$ cat src/rtl/spi_row_writer.sv
// -----------------------------------------------------------------------------
// spi_row_writer
//
// SPI master (mode 0) that commits one 16-bit word to a 13-bit row address of
// an external SPI non-volatile memory. Each request emits two frames:
//   1. WREN  : 8 bits, opcode 0x06
//   2. WRITE : 40 bits, {0x02, 3'b000, ROW_WRITE, DATA}
// with CS_N held high for CS_GAP cycles between them.
//
// Parameters
//   CLK_DIV  CLK cycles per SCLK half-period (>= 1)
//   CS_GAP   CLK cycles CS_N stays high between the two frames (>= 1)
//
// Ports
//   CLK        system clock, rising edge
//   RESET_N    asynchronous active-low reset
//   START      one-cycle request, honoured only while idle
//   DATA       word to write (MSB first on the wire)
//   ROW_WRITE  row address (MSB first on the wire)
//   BUSY       high from the cycle after an accepted START until DONE
//   DONE       one-cycle pulse in the cycle CS_N rises after the write frame
//   SCLK       SPI clock, idle low, straight from a flop
//   MOSI       SPI data out
//   CS_N       SPI chip select, active low
// -----------------------------------------------------------------------------
module spi_row_writer #(
   parameter int CLK_DIV = 2,
   parameter int CS_GAP  = 4
) (
   input  logic        CLK,
   input  logic        RESET_N,
   input  logic        START,
   input  logic [15:0] DATA,
   input  logic [12:0] ROW_WRITE,
   output logic        BUSY,
   output logic        DONE,
   output logic        SCLK,
   output logic        MOSI,
   output logic        CS_N
);

   localparam int HW = $clog2(CLK_DIV) + 1;
   localparam int GW = $clog2(CS_GAP) + 1;
   localparam logic [HW-1:0] HALF_LAST = HW'(CLK_DIV - 1);
   localparam logic [GW-1:0] GAP_LAST  = GW'(CS_GAP - 1);
   localparam logic [7:0]    OP_WREN   = 8'h06;
   localparam logic [7:0]    OP_WRITE  = 8'h02;

   typedef enum logic [2:0] {
      S_IDLE,
      S_WREN,
      S_GAP,
      S_WRITE,
      S_FINISH
   } state_t;

   state_t        state_q,    state_d;
   logic [HW-1:0] half_q,     half_d;      // cycles spent in current SCLK phase
   logic [GW-1:0] gap_q,      gap_d;       // cycles spent with CS_N high in GAP
   logic [5:0]    bit_q,      bit_d;       // bits remaining after the current one
   logic          hold_q,     hold_d;      // trailing CS_N-low hold after last bit
   logic [7:0]    wren_sr_q,  wren_sr_d;
   logic [39:0]   write_sr_q, write_sr_d;
   logic          sclk_q,     sclk_d;
   logic          cs_n_q,     cs_n_d;
   logic          busy_q,     busy_d;
   logic          done_q,     done_d;

   // NOTE: every signal gets its hold value before the case statement, so no
   // path through the logic leaves a signal unassigned and no latch appears.
   always_comb begin
      state_d    = state_q;
      half_d     = half_q;
      gap_d      = gap_q;
      bit_d      = bit_q;
      hold_d     = hold_q;
      wren_sr_d  = wren_sr_q;
      write_sr_d = write_sr_q;
      sclk_d     = sclk_q;
      cs_n_d     = cs_n_q;
      busy_d     = busy_q;
      done_d     = 1'b0;

      unique case (state_q)
         S_IDLE: begin
            if (START) begin
               state_d    = S_WREN;
               wren_sr_d  = OP_WREN;
               write_sr_d = {OP_WRITE, 3'b000, ROW_WRITE, DATA};
               bit_d      = 6'd7;
               half_d     = '0;
               hold_d     = 1'b0;
               sclk_d     = 1'b0;
               cs_n_d     = 1'b0;
               busy_d     = 1'b1;
            end
         end

         S_WREN, S_WRITE: begin
            if (half_q != HALF_LAST) begin
               half_d = half_q + 1'b1;
            end else begin
               half_d = '0;
               if (hold_q) begin
                  // End of the hold phase: release chip select.
                  hold_d = 1'b0;
                  cs_n_d = 1'b1;
                  sclk_d = 1'b0;
                  if (state_q == S_WREN) begin
                     state_d = S_GAP;
                     gap_d   = '0;
                  end else begin
                     state_d = S_FINISH;
                     done_d  = 1'b1;
                     busy_d  = 1'b0;
                  end
               end else if (!sclk_q) begin
                  sclk_d = 1'b1;
               end else begin
                  // Falling SCLK: advance to the next bit, or enter the hold
                  // phase with the last bit left on MOSI.
                  sclk_d = 1'b0;
                  if (bit_q == 6'd0) begin
                     hold_d = 1'b1;
                  end else begin
                     bit_d = bit_q - 1'b1;
                     if (state_q == S_WREN) wren_sr_d  = {wren_sr_q[6:0], 1'b0};
                     else                   write_sr_d = {write_sr_q[38:0], 1'b0};
                  end
               end
            end
         end

         S_GAP: begin
            if (gap_q != GAP_LAST) begin
               gap_d = gap_q + 1'b1;
            end else begin
               state_d = S_WRITE;
               bit_d   = 6'd39;
               half_d  = '0;
               hold_d  = 1'b0;
               cs_n_d  = 1'b0;
            end
         end

         S_FINISH: begin
            state_d = S_IDLE;
         end

         default: begin
            state_d = S_IDLE;
         end
      endcase
   end

   // NOTE: state flops use non-blocking assignments so every flop samples the
   // pre-edge value of its inputs, independent of statement order.
   // NOTE: the shift registers are cleared on reset as well, so no stale word
   // from an interrupted request can ever reach the bus.
   always_ff @(posedge CLK or negedge RESET_N) begin
      if (!RESET_N) begin
         state_q    <= S_IDLE;
         half_q     <= '0;
         gap_q      <= '0;
         bit_q      <= '0;
         hold_q     <= 1'b0;
         wren_sr_q  <= '0;
         write_sr_q <= '0;
         sclk_q     <= 1'b0;
         cs_n_q     <= 1'b1;
         busy_q     <= 1'b0;
         done_q     <= 1'b0;
      end else begin
         state_q    <= state_d;
         half_q     <= half_d;
         gap_q      <= gap_d;
         bit_q      <= bit_d;
         hold_q     <= hold_d;
         wren_sr_q  <= wren_sr_d;
         write_sr_q <= write_sr_d;
         sclk_q     <= sclk_d;
         cs_n_q     <= cs_n_d;
         busy_q     <= busy_d;
         done_q     <= done_d;
      end
   end

   // MOSI is the MSB of the active shift register. The registers only shift
   // on the edge where SCLK falls, so MOSI is constant while SCLK is high;
   // outside the two frames it is forced low.
   always_comb begin
      MOSI = 1'b0;
      if (state_q == S_WREN)       MOSI = wren_sr_q[7];
      else if (state_q == S_WRITE) MOSI = write_sr_q[39];
   end

   assign SCLK = sclk_q;
   assign CS_N = cs_n_q;
   assign BUSY = busy_q;
   assign DONE = done_q;

endmodule

$ cat config.mk
export PLATFORM = sky130hd
export DESIGN_NAME = spi_row_writer
export DESIGN_NICKNAME = d
export VERILOG_FILES = /design/src/rtl/spi_row_writer.sv
export SDC_FILE = /design/constraint.sdc
export NUM_CORES = 1
export LEC_CHECK = 0
export BUFFER_PORTS_ARGS = -buffer_cell sky130_fd_sc_hd__buf_2
export CAP_MARGIN = 25
export CORE_MARGIN = 5
export CORE_UTILIZATION = 63
export DETAILED_ROUTE_END_ITERATION = 8
export PLACE_DENSITY = 0.85
export SYNTH_ARGS = -nofsm -noshare
export SYNTH_HDL_FRONTEND = slang
export SYNTH_SLANG_ARGS = --single-unit
$ cat constraint.sdc
create_clock -name CLK -period 3.62 [get_ports CLK]
set_clock_uncertainty 0.05 [all_clocks]
set_input_delay 0.362 -clock CLK [delete_from_list [all_inputs] [get_ports CLK]]
set_output_delay 0.362 -clock CLK [all_outputs]
set_load 0.02 [all_outputs]
==> impl_metrics.json, run 1 <==
{
  "avgRoutedWirePerCell_um": 14.65,
  "syn2layout_area_growth_pct": 12.96,
  "syn_area_mm2": 0.003398,
  "status": "completed",
  "drive_gt1_share_pct": 26.08,
  "synth_async_sr_flop_share_pct": 100.0,
  "cp.arrival_ps": 2920,
  "ir_drop_mv": 0.4051,
  "die_area_mm2": 0.006963,
  "io_buffers": 36,
  "hold_viol": 0,
  "holdWs_ps": 45.91,
  "crit_path_top_delay_cell": "o21ai_4",
  "start_util_pct": 65.70,
  "required_ps": 3790,
  "crit_family": "compound AO/OA/AOI/OAI gates",
  "yosysTopAreaCellShare_pct": 47.86,
  "dp_hpwl_mm": 4.303,
  "p_per_area_mw_per_mm2": 744.0,
  "vias": 2409,
  "netlist_instances": 333,
  "antenna_found_initial": 0,
  "ys_seq_area_share_pct": 48.64,
  "ctsResizeCount": 0,
  "fin_nets": 403,
  "grt_pass1_wl_mm": 11.10,
  "groute.usage.overall_pct": 19.47,
  "hold_path.class": "primary input to async pin",
  "synth_edf_count": 0,
  "p_leak_nw": 2.112,
  "clkLatencyLatePin_ps": 330,
  "dr_wl_met3_um": 244,
  "synth-seq-cells": 66,
  "cp_slowest_stage_delay_ps": 730,
  "finalPower_w": 0.002856,
  "ys.flop_type": "dfrtp_1",
  "critical_path_buf_inv_count": 2,
  "floorplan.rows": 26,
  "clk_path_buf_depth": 2,
  "drcViolationCount": 0,
  "fin_crit_ps": 2748,
  "synth_top_area_cell": "dfrtp_1",
  "highest_layer": "met4",
  "yosys_warnings": 0,
  "tritoncts": "done",
  "postRouteAntennaNets": 0,
  "cts_hold_buffers": 0,
  "slew_violations": 0,
  "synth_area_per_cell_um2": 10.20,
  "met2_length_mm": 3.108,
  "viasPerCell": 5.450,
  "ys_top_cells_by_area": "dfrtp_1 48%, mux2_4 12%, nand2_1 11%, a21o_1 3.1%, and4_1 3.1%",
  "layout_commonest_cell": "nand2_1",
  "cp-end-kind": "flip-flop",
  "wl_met1_mm": 3.008,
  "rsz0062_at_grt": "false",
  "core_mm2": 0.005172,
  "cp_cell_sequence": "inv_1 -> ha_1 -> nor3b_2 -> a21oi_1 -> o21ai_4 -> buf_4 -> mux2_4",
  "post-cts-setup-buffers": 0,
  "cp-start-kind": "flip-flop",
  "ios": 37,
  "max_freq_ghz": 0.3638,
  "grt-ovfl-total": 0,
  "clock-sinks": 66,
  "path_class": "flip-flop to flip-flop",
  "drtIter0Drc": 146,
  "cts.reportedPaths.clkPinSlew_ps": 70,
  "grt_pass1_vias": 2420,
  "antennaDiodeCount": 0,
  "cts_root_buf": "clkbuf_8",
  "finalWirelength_mm": 6.476,
  "slew_headroom_pct": 37.27,
  "setup_viol": 0,
  "final_cell_mix": "98 x nand2_1, 65 x dfrtp_1, 36 x buf_2",
  "die_x_um": 83.45,
  "grt_max_degree": 36,
  "cts-buffers-inserted": 9,
  "fin_tns_setup_ps": 0,
  "place_congestion": 0.8206,
  "tightest_slew_ps": 936.7,
  "htreeDepth": 3,
  "finalCritPeriodShare_pct": 75.92,
  "critPathMaxFanout": 24,
  "drt-pass1-iter-count": 4,
  "synthDistinctLibCells": 43,
  "fp.dieH_um": 83.45,
  "maxCapViolCount": 0,
  "synth_nets": 369
}
## worst reg2reg max path, cell delays in order, from the launching register on
cell	delay [ps]
dfrtp_1	410
inv_1	100
ha_1	150
nor3b_2	220
a21oi_1	280
o21ai_4	730
buf_4	380
mux2_4	330
## layout make-up
cell class,count,area (µm²)
Clock inverter,5,77.57
Fill cell,332,1334
Multi-Input combinational cell,233,1598
Clock buffer,11,141.4
Sequential cell,66,1653
Inverter,15,56.30
Tap cell,70,87.58
Timing Repair Buffer,42,225.2
## logic make-up (layout without fill, tap and decap cells)
logic type               count (synthesis)  after routing  share of synthesized area, %
AND/OR/NAND/NOR                        145            145                         20.21
flip-flops                              66             66                         48.64
AO/OA/AOI/OAI                           42             42                         8.432
multiplexers                            41             41                         16.35
buffers and inverters                   34             73                         4.639
adder cells (fa/ha/maj)                  4              4                         1.473
XOR/XNOR                                 1              1                        0.2578
## stage by stage
step                cell area [µm²]  std cells  util [%]  setup slack (ps)
floorplan                      3398        333         -              1651
global placement               3620        426     69.98             980.2
detailed placement             3620        426     69.98             887.9
CTS                            3839        442     74.21             878.6
global route                   3839        442     74.21             678.1
finish                         3839        442     74.21             871.6
## synthesized netlist by cell type (all sizes together), types with 2 or more instances
library cell / count
mux2i: 9
dfrtp: 65
o211ai: 5
nor2b: 3
and4: 12
nand2: 98
a21oi: 5
inv: 15
nand4b: 2
mux2: 32
nand2b: 3
o21a: 2
nor3: 4
buf: 9
nor2: 11
a21o: 14
or3b: 2
ha: 4
o21ai: 10
clkbuf: 10
nand3: 2
## path summary, 6_finish.rpt
kind                                  end  depth (start not counted)      startpoint  slack (ps)
hold / removal                   gap_q[0]                          1         RESET_N          50
hold reg to reg            write_sr_q[35]                          1  write_sr_q[35]         420
min in group CLK            write_sr_q[0]                          3         DATA[0]         230
setup reg to reg           write_sr_q[12]                          7        bit_q[0]         870
max in group asynchronous  write_sr_q[25]                          2         RESET_N        2580
setup / recovery           write_sr_q[12]                          7        bit_q[0]         870
## sequential cells by signal, indices dropped and copies added (netlist names)
| register | flops |
|---|---|
| write_sr_q | 40 |
| wren_sr_q | 7 |
| bit_q | 6 |
| gap_q | 3 |
| state_q | 3 |
| half_q | 2 |
| BUSY | 1 |
| CS_N | 1 |
| DONE | 1 |
| SCLK | 1 |
| hold_q | 1 |
## routing by layer
layer | vias up | global-route usage (%)
li1 | 1194 | -
met3 | 11 | 4.158
met2 | 43 | 31.56
met5 | - | 0
met4 | 0 | 7.602
met1 | 1161 | 25.63
## power by group
group          internal (W)  switching (W)  total, W
logic              0.000521       0.000439  0.000960
registers           0.00102       0.000198   0.00122
clock network      0.000405       0.000272  0.000677
(Power assumes the default switching activity.)
==> inputs of run 2 (changes only) <==
--- a/config.mk
+++ b/config.mk
@@ -8,9 +8,9 @@
 export BUFFER_PORTS_ARGS = -buffer_cell sky130_fd_sc_hd__buf_2
 export CAP_MARGIN = 25
 export CORE_MARGIN = 5
-export CORE_UTILIZATION = 63
+export CORE_UTILIZATION = 58
 export DETAILED_ROUTE_END_ITERATION = 8
-export PLACE_DENSITY = 0.85
+export PLACE_DENSITY = 0.79
 export SYNTH_ARGS = -nofsm -noshare
 export SYNTH_HDL_FRONTEND = slang
 export SYNTH_SLANG_ARGS = --single-unit
==> constraint.sdc (replaced) <==
create_clock -name CLK -period 2.8 [get_ports CLK]
set_clock_uncertainty 0.05 [all_clocks]
set_input_delay 0.28 -clock CLK [delete_from_list [all_inputs] [get_ports CLK]]
set_output_delay 0.28 -clock CLK [all_outputs]
set_load 0.02 [all_outputs]
==> run 2 against run 1 <==
Effect of this change:
- first-iteration DRC count grew 8.9%
- setup slack lost 350 ps
- clock power up 28%
- clock-buffer cell count fell by 2
- wire length about the same
- register-to-register slack got worse by 350 ps
- largest power group unchanged
- global-route usage down 0.31 points
- design area rose by 0.75%
==> impl_metrics.json, run 2 (synthesized netlist as in run 1, its figures left out) <==
{
  "slew_violations": 0,
  "antennaDiodeCount": 0,
  "postRouteAntennaNets": 0,
  "clock-sinks": 66,
  "layout_setup_ws_ps": 523.8,
  "cp_slowest_stage_delay_ps": 600,
  "groute.usage.overall_pct": 19.15,
  "final_cell_mix": "98 x nand2_1, 65 x dfrtp_1, 36 x buf_2",
  "layout_commonest_cell": "nand2_1",
  "final_core_util_pct": 68.96,
  "hold_viol": 0,
  "p_leak_nw": 2.127,
  "cts-buffers-inserted": 9,
  "critical_path_buf_inv_count": 2,
  "path_class": "flip-flop to flip-flop",
  "slew_headroom_pct": 48.90,
  "maxCapViolCount": 0,
  "grt-ovfl-total": 0,
  "max_freq_ghz": 0.4393,
  "drt-pass1-iter-count": 4,
  "place_congestion": 0.9136,
  "floorplan.rows": 27,
  "finalCritPeriodShare_pct": 81.29,
  "hold_path.class": "primary input to flip-flop",
  "avgRoutedWirePerCell_um": 14.57,
  "finalWirelength_mm": 6.482,
  "rsz0062_at_grt": "false",
  "fin_crit_ps": 2276,
  "drcViolationCount": 0,
  "holdWs_ps": 134.2,
  "antenna_found_initial": 0,
  "htreeDepth": 3,
  "finalPower_w": 0.003677,
  "tightest_slew_ps": 766.4,
  "io_buffers": 36,
  "crit_family": "compound AO/OA/AOI/OAI gates",
  "post-cts-setup-buffers": 0,
  "cp-end-kind": "flip-flop",
  "cp.arrival_ps": 2450,
  "grt_pass1_vias": 2354,
  "clk_path_buf_depth": 2,
  "regMostFlops": "write_sr_q",
  "grt_max_degree": 44,
  "cts.reportedPaths.clkPinSlew_ps": 70,
  "critPathMaxFanout": 27,
  "vias": 2404,
  "crit_path_top_delay_cell": "a21oi_1",
  "setup_viol": 0,
  "dp_hpwl_mm": 4.273,
  "required_ps": 2980,
  "post-place-ws_ps": 509.0,
  "cp-start-kind": "flip-flop",
  "ios": 37,
  "die_area_mm2": 0.007490,
  "core_mm2": 0.005608,
  "clkLatencyLatePin_ps": 340,
  "tritoncts": "done",
  "nFillCells": 424,
  "drtIter0Drc": 159,
  "ir_drop_mv": 0.5271,
  "fin_tns_setup_ps": 0,
  "status": "completed",
  "largest_reg_flops": 40,
  "p_per_area_mw_per_mm2": 950.8,
  "cts_root_buf": "clkbuf_8",
  "cp_cell_sequence": "inv_1 -> ha_1 -> nor3b_2 -> a21oi_1 -> o21ai_4 -> buf_4 -> mux2_4",
  "grt_pass1_wl_mm": 11.32,
  "viasPerCell": 5.402,
  "largest_registers": "write_sr_q: 40 flops, wren_sr_q: 7 flops, bit_q: 6 flops",
  "fp.dieH_um": 86.55,
  "drive_gt1_share_pct": 26.27,
  "die_x_um": 86.55,
  "syn2layout_area_growth_pct": 13.81,
  "start_util_pct": 60.60,
  "fin_nets": 404
}
[run 2: where the power goes]
part	leakage, nW	switching (W)	internal [W]
Sequential	0.847	0.000258	0.00132
Combinational	1.17	0.000550	0.000679
Clock	0.105	0.000370	0.000499
[run 2: worst reg2reg max path: stages, from the launching register on]
cell,delay [ps]
dfrtp_1,380
inv_1,70
ha_1,200
nor3b_2,170
a21oi_1,610
o21ai_4,70
buf_4,280
mux2_4,350
[run 2: stage by stage]
| stage | instance area, µm² | cells |
|---|---|---|
| floorplan | 3398 | 333 |
| detailed placement | 3640 | 428 |
| global route | 3867 | 445 |
| CTS | 3867 | 445 |
| global placement | 3640 | 428 |
| finish | 3867 | 445 |
[run 2: cell type report]
type	count	area, µm²	share of cell area [%]
inverter	15	56.30	1.456
multi-input combinational	233	1603	41.44
clock buffer	9	123.9	3.203
sequential	66	1653	42.74
timing repair buffer	43	247.7	6.406
tap	72	90.09	2.329
clock inverter	7	93.84	2.426
[run 2: final timing paths]
path | depth (start not counted) | slack, ps | start | endpoint
min in group asynchronous | 2 | 480 | RESET_N | write_sr_q[14]
setup / recovery | 7 | 520 | bit_q[0] | write_sr_q[24]
hold reg to reg | 1 | 420 | write_sr_q[38] | write_sr_q[38]
hold / removal | 3 | 130 | DATA[0] | write_sr_q[0]
max in group asynchronous | 3 | 1530 | RESET_N | CS_N
setup reg to reg | 7 | 520 | bit_q[0] | write_sr_q[24]
[run 2: what timing repair did]
action,CTS,global route
hold buffers,1,0
gates resized for setup,0,0
endpoints found under the hold margin,31,0
[run 2: layer usage]
layer  GRT usage [%]  routed length [µm]  up-vias
li1                -                   -     1193
met1           26.55                3039     1148
met2           28.86                2994       53
met3           6.179                 353       10
met4           5.524                  95        0
met5               0                   0        -
==> inputs of run 3 (changes only) <==
--- a/config.mk
+++ b/config.mk
@@ -5,12 +5,13 @@
 export SDC_FILE = /design/constraint.sdc
 export NUM_CORES = 1
 export LEC_CHECK = 0
+export ABC_AREA = 1
 export BUFFER_PORTS_ARGS = -buffer_cell sky130_fd_sc_hd__buf_2
 export CAP_MARGIN = 25
 export CORE_MARGIN = 5
-export CORE_UTILIZATION = 58
+export CORE_UTILIZATION = 59
 export DETAILED_ROUTE_END_ITERATION = 8
-export PLACE_DENSITY = 0.79
+export PLACE_DENSITY = 0.8
 export SYNTH_ARGS = -nofsm -noshare
 export SYNTH_HDL_FRONTEND = slang
 export SYNTH_SLANG_ARGS = --single-unit
==> constraint.sdc (replaced) <==
create_clock -name CLK -period 2.2 [get_ports CLK]
set_clock_uncertainty 0.05 [all_clocks]
set_input_delay 0.22 -clock CLK [delete_from_list [all_inputs] [get_ports CLK]]
set_output_delay 0.22 -clock CLK [all_outputs]
set_load 0.02 [all_outputs]
==> run 3 against run 2 <==
Effect of this change:
- clock-buffer cell count increased by 3
- synthesized cell count increased by 44%
- register-to-register slack got worse by 280 ps
- clock power increased by 39%
- combinational power decreased by 95%
- final cell count increased by 33%
- sequential cell count unchanged
- design area increased by 4.6%
- global-route usage increased by 1.9 points
==> impl_metrics.json, run 3 <==
{
  "status": "completed",
  "drt-pass1-iter-count": 5,
  "finalCritPeriodShare_pct": 95.33,
  "nFillCells": 472,
  "fin_nets": 547,
  "synth_top_area_cell": "dfrtp_1",
  "synth_most_common_cell": "nand2_1",
  "setup_viol": 0,
  "hold_path.class": "primary input to flip-flop",
  "drive_gt1_share_pct": 17.64,
  "largest_registers": "write_sr_q: 40 flops, wren_sr_q: 7 flops, bit_q: 6 flops",
  "cp-end-kind": "output port",
  "grt_pass1_vias": 2977,
  "grt_pass1_wl_mm": 12.81,
  "max_freq_ghz": 0.4768,
  "synth_nets": 515,
  "place_congestion": 0.7969,
  "finalWirelength_mm": 8.049,
  "largest_reg_flops": 40,
  "tightest_slew_ps": 583.3,
  "antenna_found_initial": 0,
  "yosysTopAreaCellShare_pct": 45.14,
  "fin_area_mm2": 0.004045,
  "slew_headroom_pct": 61.11,
  "ir_drop_mv": 0.3424,
  "ys.flop_type": "dfrtp_1",
  "clock-sinks": 66,
  "synthDistinctLibCells": 28,
  "netlist_instances": 479,
  "final_cells": 591,
  "die_x_um": 88.15,
  "layout_commonest_cell": "nand2_1",
  "cp.arrival_ps": 1830,
  "regMostFlops": "write_sr_q",
  "cts.reportedPaths.clkPinSlew_ps": 70,
  "startpoint": "state_q[2]",
  "fp.dieH_um": 88.15,
  "hold_start": "START",
  "fin_crit_ps": 2097,
  "required_ps": 1930,
  "tritoncts": "done",
  "yosys_warnings": 0,
  "clkLatencyLatePin_ps": 340,
  "postRouteAntennaNets": 0,
  "post-cts-setup-buffers": 0,
  "viasPerCell": 5.364,
  "rsz0062_at_grt": "false",
  "critPathMaxFanout": 45,
  "synth-seq-cells": 66,
  "synth_edf_count": 0,
  "floorplan.rows": 28,
  "drtIter0Drc": 222,
  "post-place-cells": 572,
  "post_dp_cell_area_mm2": 0.003760,
  "hold_viol": 0,
  "grt-ovfl-total": 0,
  "maxCapViolCount": 0,
  "antennaDiodeCount": 0,
  "ys_seq_area_share_pct": 45.87,
  "dp_hpwl_mm": 4.801,
  "avgRoutedWirePerCell_um": 13.62,
  "htreeDepth": 3,
  "core_mm2": 0.005921,
  "ys_top_cells_by_area": "dfrtp_1 45%, nand2_1 23%, nand3_1 7.2%, nor2_1 3.5%, buf_6 2.8%",
  "synth_async_sr_flop_share_pct": 100.0,
  "clk_path_buf_depth": 2,
  "syn_area_mm2": 0.003603,
  "multi_input_area_mm2": 0.001690,
  "finalPower_w": 0.002476,
  "start_util_pct": 60.86,
  "layout_setup_ws_ps": 102.8,
  "cp-start-kind": "flip-flop",
  "synth_area_per_cell_um2": 7.523,
  "vias": 3170,
  "syn2layout_area_growth_pct": 12.26,
  "cts-buffers-inserted": 9,
  "final_cell_mix": "220 x nand2_1, 64 x dfrtp_1, 52 x nand3_1",
  "synth_common_cells": "220 x nand2_1, 65 x dfrtp_1, 52 x nand3_1",
  "ios": 37,
  "fin_tns_setup_ps": 0,
  "slew_violations": 0,
  "p_per_area_mw_per_mm2": 612.0,
  "reg2reg_from": "state_q[0]",
  "io_buffers": 36,
  "grt_max_degree": 46,
  "cts_root_buf": "clkbuf_8",
  "path_class": "flip-flop to output port",
  "groute.usage.overall_pct": 21.03,
  "seqCellArea_mm2": 0.001654,
  "drcViolationCount": 0,
  "die_area_mm2": 0.007770,
  "p_leak_nw": 2.298,
  "post-place-ws_ps": 62.20
}
-- run 3: cell count changes after synthesis, sizes merged, moves of 13 or more --
cell,previous run,this run
inv,15,31
mux2,32,0
buf,9,22
nand3,2,55
nand2,98,228
nor2,11,41
-- run 3: per-layer routing --
layer | part of all wire, % | global-route usage [%] | up-vias
met5 | 0 | 0 | -
met4 | 2.0 | 9.478 | 0
met3 | 6.5 | 3.763 | 15
met2 | 47 | 35.34 | 100
met1 | 45 | 26.54 | 1500
li1 | - | - | 1555
-- run 3: worst max-delay path: stages (launching register included) --
cell     delay (ps)
dfrtp_1         510
inv_2           100
nand2_4          80
buf_6           310
nor2_2          100
a32o_1          220
buf_2           160
-- run 3: repair_timing --
item / in CTS / in global routing
resized for setup: 1 / 4
gates cloned: 0 / 2
hold endpoints to repair: 23 / 0
pin swaps: 0 / 1
hold buffers: 1 / 0
endpoints found under the setup margin: 1 / 41
-- run 3: cell type report --
type | count | area share, %
tap | 75 | 2.320
clock buffer | 12 | 4.083
clock inverter | 4 | 1.794
inverter | 31 | 2.877
multi-input combinational | 362 | 41.79
sequential | 66 | 40.89
timing repair buffer | 41 | 6.248
-- run 3: final timing paths --
path	slack (ps)	cells after the start	to
setup / recovery	100	6	MOSI
hold / removal	100	3	BUSY
setup reg to reg	240	7	write_sr_q[4]
hold reg to reg	420	2	wren_sr_q[1]
max in group asynchronous	1110	3	write_sr_q[38]
min in group asynchronous	350	2	write_sr_q[6]
-- run 3: power by group --
part	leakage, nW	internal [W]	switching [W]
combinational	1.30	0.0000240	0.0000332
sequential	0.877	0.00121	0
clock	0.119	0.000730	0.000476
total	2.30	0.00197	0.000510
-- run 3: metrics by stage --
stage | util (%) | hold WS [ps]
2_1_floorplan | - | -125.6
3_3_place_gp | 63.50 | 202.7
3_5_place_dp | 63.50 | 203.1
4_1_cts | 67.75 | 95.67
5_1_grt | 68.32 | 110.4
6_report | 68.32 | 101.5
-- run 3: cell families (layout without fill, tap and decap cells) --
group                    count (synthesis)  after routing  synth area share (%)
buffers and inverters                   53             88                 8.021
AND/OR/NAND/NOR                        336            338                 41.15
adder cells (fa/ha/maj)                  4              4                 1.389
flip-flops                              66             66                 45.87
AO/OA/AOI/OAI                           20             20                 3.576
